`src/rtl/store_write_buffer.sv`:
```
`timescale 1ns/1ps
// In-order store write buffer between the core's M-stage store port and data memory.
// Stores retire into a small FIFO, drain to memory one per ack, and loads hitting a pending word are flagged.
module store_write_buffer #(
  parameter int DEPTH = 4,
  parameter int AW    = 32,
  parameter int DW    = 32
) (
  input  logic                     clk,
  input  logic                     reset,
  input  logic                     st_valid,
  input  logic [AW-1:0]            st_addr,
  input  logic [DW-1:0]            st_data,
  input  logic [DW/8-1:0]          st_be,
  output logic                     st_ready,
  input  logic                     ld_valid,
  input  logic [AW-1:0]            ld_addr,
  output logic                     ld_conflict,
  output logic                     mem_we,
  output logic [AW-1:0]            mem_addr,
  output logic [DW-1:0]            mem_wdata,
  output logic [DW/8-1:0]          mem_be,
  input  logic                     mem_ack,
  output logic [$clog2(DEPTH):0]   count
);

  localparam int IW = $clog2(DEPTH);
  localparam int PW = IW + 1;
  localparam int BW = DW / 8;
  localparam logic [PW-1:0] PTR_ONE = PW'(1);

  logic [PW-1:0]    wrPtr_r;
  logic [PW-1:0]    rdPtr_r;
  logic [AW-1:0]    addrMem_r [DEPTH];
  logic [DW-1:0]    dataMem_r [DEPTH];
  logic [BW-1:0]    beMem_r   [DEPTH];
  logic [DEPTH-1:0] valid_r;

  logic [IW-1:0]    wrIdx_s;
  logic [IW-1:0]    rdIdx_s;
  logic             full_s;
  logic             empty_s;
  logic             enq_s;
  logic             deq_s;
  logic [DEPTH-1:0] setMask_s;
  logic [DEPTH-1:0] clrMask_s;
  logic             pendHit_s;
  logic             inHit_s;
  logic [3:0]       unusedAddrBits_s;

  assign wrIdx_s  = wrPtr_r[IW-1:0];
  assign rdIdx_s  = rdPtr_r[IW-1:0];
  // Pointers carry one extra wrap bit so full and empty are distinguishable.
  assign empty_s  = (wrPtr_r == rdPtr_r);
  assign full_s   = (wrPtr_r[IW] != rdPtr_r[IW]) && (wrIdx_s == rdIdx_s);
  assign st_ready = !full_s;
  assign enq_s    = st_valid && !full_s;
  assign deq_s    = !empty_s && mem_ack;
  assign count    = wrPtr_r - rdPtr_r;

  // Byte offsets never take part in the word-granular hazard compare.
  assign unusedAddrBits_s = {ld_addr[1:0], st_addr[1:0]};

  // Write and read pointer registers.
  always_ff @(posedge clk or negedge reset) begin
    if (!reset) begin
      wrPtr_r <= {PW{1'b0}};
      rdPtr_r <= {PW{1'b0}};
    end else begin
      if (enq_s) begin
        wrPtr_r <= wrPtr_r + PTR_ONE;
      end
      if (deq_s) begin
        rdPtr_r <= rdPtr_r + PTR_ONE;
      end
    end
  end

  // Entry payload storage, written at the tail slot on enqueue.
  always_ff @(posedge clk or negedge reset) begin
    if (!reset) begin
      for (int i = 0; i < DEPTH; i++) begin
        addrMem_r[i] <= {AW{1'b0}};
        dataMem_r[i] <= {DW{1'b0}};
        beMem_r[i]   <= {BW{1'b0}};
      end
    end else if (enq_s) begin
      addrMem_r[wrIdx_s] <= st_addr;
      dataMem_r[wrIdx_s] <= st_data;
      beMem_r[wrIdx_s]   <= st_be;
    end
  end

  // One-hot set/clear masks for the per-entry valid bits.
  always_comb begin
    setMask_s = {DEPTH{1'b0}};
    clrMask_s = {DEPTH{1'b0}};
    for (int i = 0; i < DEPTH; i++) begin
      setMask_s[i] = enq_s && (wrIdx_s == IW'(i));
      clrMask_s[i] = deq_s && (rdIdx_s == IW'(i));
    end
  end

  // Entry valid bits; a full buffer never enqueues, so set and clear never hit the same slot.
  always_ff @(posedge clk or negedge reset) begin
    if (!reset) begin
      valid_r <= {DEPTH{1'b0}};
    end else begin
      valid_r <= (valid_r | setMask_s) & ~clrMask_s;
    end
  end

  // Load hazard: word match against any pending entry or the store arriving this cycle.
  always_comb begin
    pendHit_s = 1'b0;
    for (int i = 0; i < DEPTH; i++) begin
      pendHit_s = pendHit_s |
                  (valid_r[i] && (addrMem_r[i][AW-1:2] == ld_addr[AW-1:2]));
    end
    inHit_s     = st_valid && (st_addr[AW-1:2] == ld_addr[AW-1:2]);
    ld_conflict = ld_valid && (pendHit_s || inHit_s);
  end

  // Memory-side head presentation, driven only from registered state.
  always_comb begin
    mem_we    = 1'b0;
    mem_addr  = {AW{1'b0}};
    mem_wdata = {DW{1'b0}};
    mem_be    = {BW{1'b0}};
    if (!empty_s) begin
      mem_we    = 1'b1;
      mem_addr  = addrMem_r[rdIdx_s];
      mem_wdata = dataMem_r[rdIdx_s];
      mem_be    = beMem_r[rdIdx_s];
    end else begin
      mem_we    = 1'b0;
    end
  end

endmodule

```
`config.mk`:
```
export PLATFORM = sky130hd
export DESIGN_NAME = store_write_buffer
export DESIGN_NICKNAME = d
export VERILOG_FILES = /design/src/rtl/store_write_buffer.sv
export SDC_FILE = /design/constraint.sdc
export NUM_CORES = 1
export LEC_CHECK = 0
export BUFFER_PORTS_ARGS = -buffer_cell sky130_fd_sc_hd__buf_4
export CAP_MARGIN = 10
export CORE_ASPECT_RATIO = 2
export CORE_UTILIZATION = 64
export CTS_CLUSTER_DIAMETER = 60
export DETAILED_ROUTE_END_ITERATION = 7
export GPL_TIMING_DRIVEN = 0
export PLACE_DENSITY = 0.87
export SKIP_LAST_GASP = 1
export SLEW_MARGIN = 5
export SYNTH_ARGS = -nofsm -noshare
export SYNTH_HDL_FRONTEND = slang
export SYNTH_SLANG_ARGS = --single-unit
```
`constraint.sdc`:
```
create_clock -name clk -period 3.9 [get_ports clk]
set_clock_uncertainty 0.1 [all_clocks]
set_input_delay 0.585 -clock clk [delete_from_list [all_inputs] [get_ports clk]]
set_output_delay 0.585 -clock clk [all_outputs]
set_load 0.02 [all_outputs]
```
==> results.yml <==
sta:
  fin_crit_sh_pct: 96.09
  timing.slew.headroom_pct: 18.84
  period_minus_slack_ps: 3747
  drv_slew: 0
  tightest_slew_ps: 1206
  setup_viol: 0
  hold_violations: 0
  rsz0062_at_grt: "no"
  fmax_mhz: 266.8
power:
  power_mw: 18.30
  p_leak_nw: 7.538
  power_density_nw_per_um2: 1055
  vdd_drop_max_mv: 0.7213
hold_path:
  hp-start: "mem_ack"
  worstHoldPathType: "primary input to flop"
  whs_endpoint: "valid_r[2]$_DFF_PN0_"
  worstHoldPathCells: 2
outcome:
  outcome: "finished clean"
worst_setup_path:
  required_ps: 3210
  critPathArrivalTime_ps: 3060
  cp-end-kind: "primary output"
  r2r_end: "dataMem_r[2]$_DFFE_PN0P_"
  critPathKind: "flop to primary output"
  start_kind: "flop"
  reg2reg_from: "rdPtr_r[1]$_DFFE_PN0P_"
  rrSetupSlack_ps: 1110
  crit_fanout: 3
  r2r_cells: 9
clock_tree:
  path_clk_slew_ps: 70
  cts_buffers: 26
  insertion_delay_ps: 540
  cts_htree_levels: 1
  cts-root-buf: "clkbuf_16"
  cts_tree: "yes"
  cts_buffer_depth: 3
  cts.sinks: 282
logic_synthesis:
  synth_area_per_cell_um2: 14.63
  yosysWarnings: 0
  synth_top_area_cell: "dfrtp_1"
  synth_top_flop_cell: "dfrtp_1"
  yosysSeqAreaShare_pct: 47.29
  syn_area_um2: 14920
  synth_cells: 1020
  synth_seq_cells: 282
  synth_most_common_cell: "dfrtp_1"
  synth_top_area_share_pct: 47.29
  async_reset_ff_share_pct: 100.0
  yosysUniqueCellTypes: 32
  synth_area_leaders: "dfrtp_1 (47%), mux2_2 (15%), mux4_2 (10%)"
  synth_edf_count: 0
  yosys-top-cells-count: "dfrtp_1 (282), mux2_2 (201), xnor2_1 (121)"
  synth_nets: 1136
floorplan:
  fp-row-count: 78
  pin_count: 179
  start_util_pct: 65.62
  die-area_um2: 23970
  die-width_um: 110.0
  die_y_um: 217.9
  core-area_um2: 22740
global_routing:
  grt_pass1_wl_um: 59260
  top_usage_layer: "met2"
  grt_util_met2_pct: 61.50
  grtUsageTotal_pct: 34.58
  grt_max_degree: 117
  grt_util_met1_pct: 37.47
  grt_overflow: 0
  grt_pass1_vias: 10070
  grt_antenna_before_repair: 0
  met3_usage_pct: 4.513
routing:
  vias: 9042
  firstDrtPassIters: 4
  drc: 0
  wl_um: 39390
  drt-initial-drc-count: 517
  vias_per_cell: 6.052
  ant_nets: 0
  wl_per_cell_um: 26.37
job:
  cap_viol_max_count: 0
cells_and_area:
  syn2layout_area_growth_pct: 16.29
  num-nets-final: 1312
  utilization_pct: 76.31
  layout-drive-gt1-share_pct: 47.20
  antenna_cells: 0
placement:
  portBuffers: 146
  place.gp.congestion: 1.021
  dp_hpwl_um: 29290
==> critical path, stage by stage (launching register included) <==
cell     delay (ps)
dfrtp_1         410
xor2_1          290
nor4_1         1070
nand4_1         240
a41oi_1         310
buf_4           190
==> worst max-delay path by stage <==
stage | from | to | slack (ps) | cells after the start
2_1_floorplan | rdPtr_r[1]$_DFFE_PN0P_ | mem_wdata[25] | 860 | 8
3_3_place_gp | reset | dataMem_r[4]$_DFFE_PN0P_ | -220 | 1
3_5_place_dp | rdPtr_r[1]$_DFFE_PN0P_ | mem_wdata[29] | -220 | 9
4_1_cts | rdPtr_r[1]$_DFFE_PN0P_ | mem_wdata[29] | 10 | 9
5_1_grt | rdPtr_r[1]$_DFFE_PN0P_ | mem_addr[25] | 20 | 8
6_report | addrMem_r[78]$_DFFE_PN0P_ | ld_conflict | 150 | 5
==> sequential cells by signal, summed over array words and instances, names as in the netlist <==
name / cells
valid_r: 4
beMem_r: 16
dataMem_r: 128
wrPtr_r: 3
addrMem_r: 128
rdPtr_r: 3
==> through the flow <==
stage / setup WS (ps) / hold WS, ps / area, um^2 / TNS, ps / instances
floorplan: 855.9 / 189.4 / 14920 / 0 / 1020
detailed placement: -217.8 / 384.1 / 16430 / -8987 / 1448
global route: 20.80 / 174.9 / 17350 / 0 / 1494
global placement: -224.3 / 368.2 / 16370 / -56770 / 1446
CTS: 10.21 / 153.6 / 17360 / 0 / 1495
finish: 152.6 / 171.0 / 17350 / 0 / 1494
==> cells in the final DEF (no fill, tap or decap), drive strengths merged <==
master,count
and2,69
xor2,35
bufinv,4
a22oi,1
fa,1
o21ai,1
dfrtp,282
inv,9
nand3,5
a21boi,1
buf,185
a31oi,3
mux2,273
dlygate4sd3,1
nor4,16
a21oi,3
ha,10
clkinvlp,1
a41oi,1
xnor2,121
clkbuf,77
nand4,32
mux4,68
clkinv,9
nand2,6
==> where the power goes <==
part           switching (mW)  internal (mW)
logic                    4.72           5.29
clock network            1.15           1.58
registers                1.11           4.45
total                    6.97           11.3
==> final cells by class <==
class	instances	area, um^2
Clock buffer	32	724.4
Sequential cell	282	7057
Fill cell	1481	5386
Inverter	9	33.78
Timing Repair Buffer	149	1169
Buffer	82	583.1
Tap cell	280	350.3
Clock inverter	14	180.2
Multi-Input combinational cell	646	7256
==> repair_timing <==
item | CTS | global route
endpoints found under the setup margin | 69 | 66
resized for setup | 10 | 1
buffers inserted | 0 | 0
hold buffers | 1 | 0
endpoints found under the hold margin | 58 | 0
==> kinds of logic after synthesis <==
logic type                 after synthesis  synth area share [%]
xor gates and xnor gates               156                 9.207
buffers and inverters                   92                 4.083
AOI/OAI and AO/OA                       10                0.4193
adders and majority gates               11                0.9727
and+or+nand+nor                        128                 5.652
DFF                                    282                 47.29
muxes                                  341                 32.37
==> layer usage <==
metal,vias up,share of wire (%),wire length [um]
li1,3967,-,-
met1,4717,35,13690
met2,259,54,21300
met3,99,3.9,1544
met4,0,7.3,2857
met5,-,0,0
No activity file was read; power rests on OpenSTA's default activity.
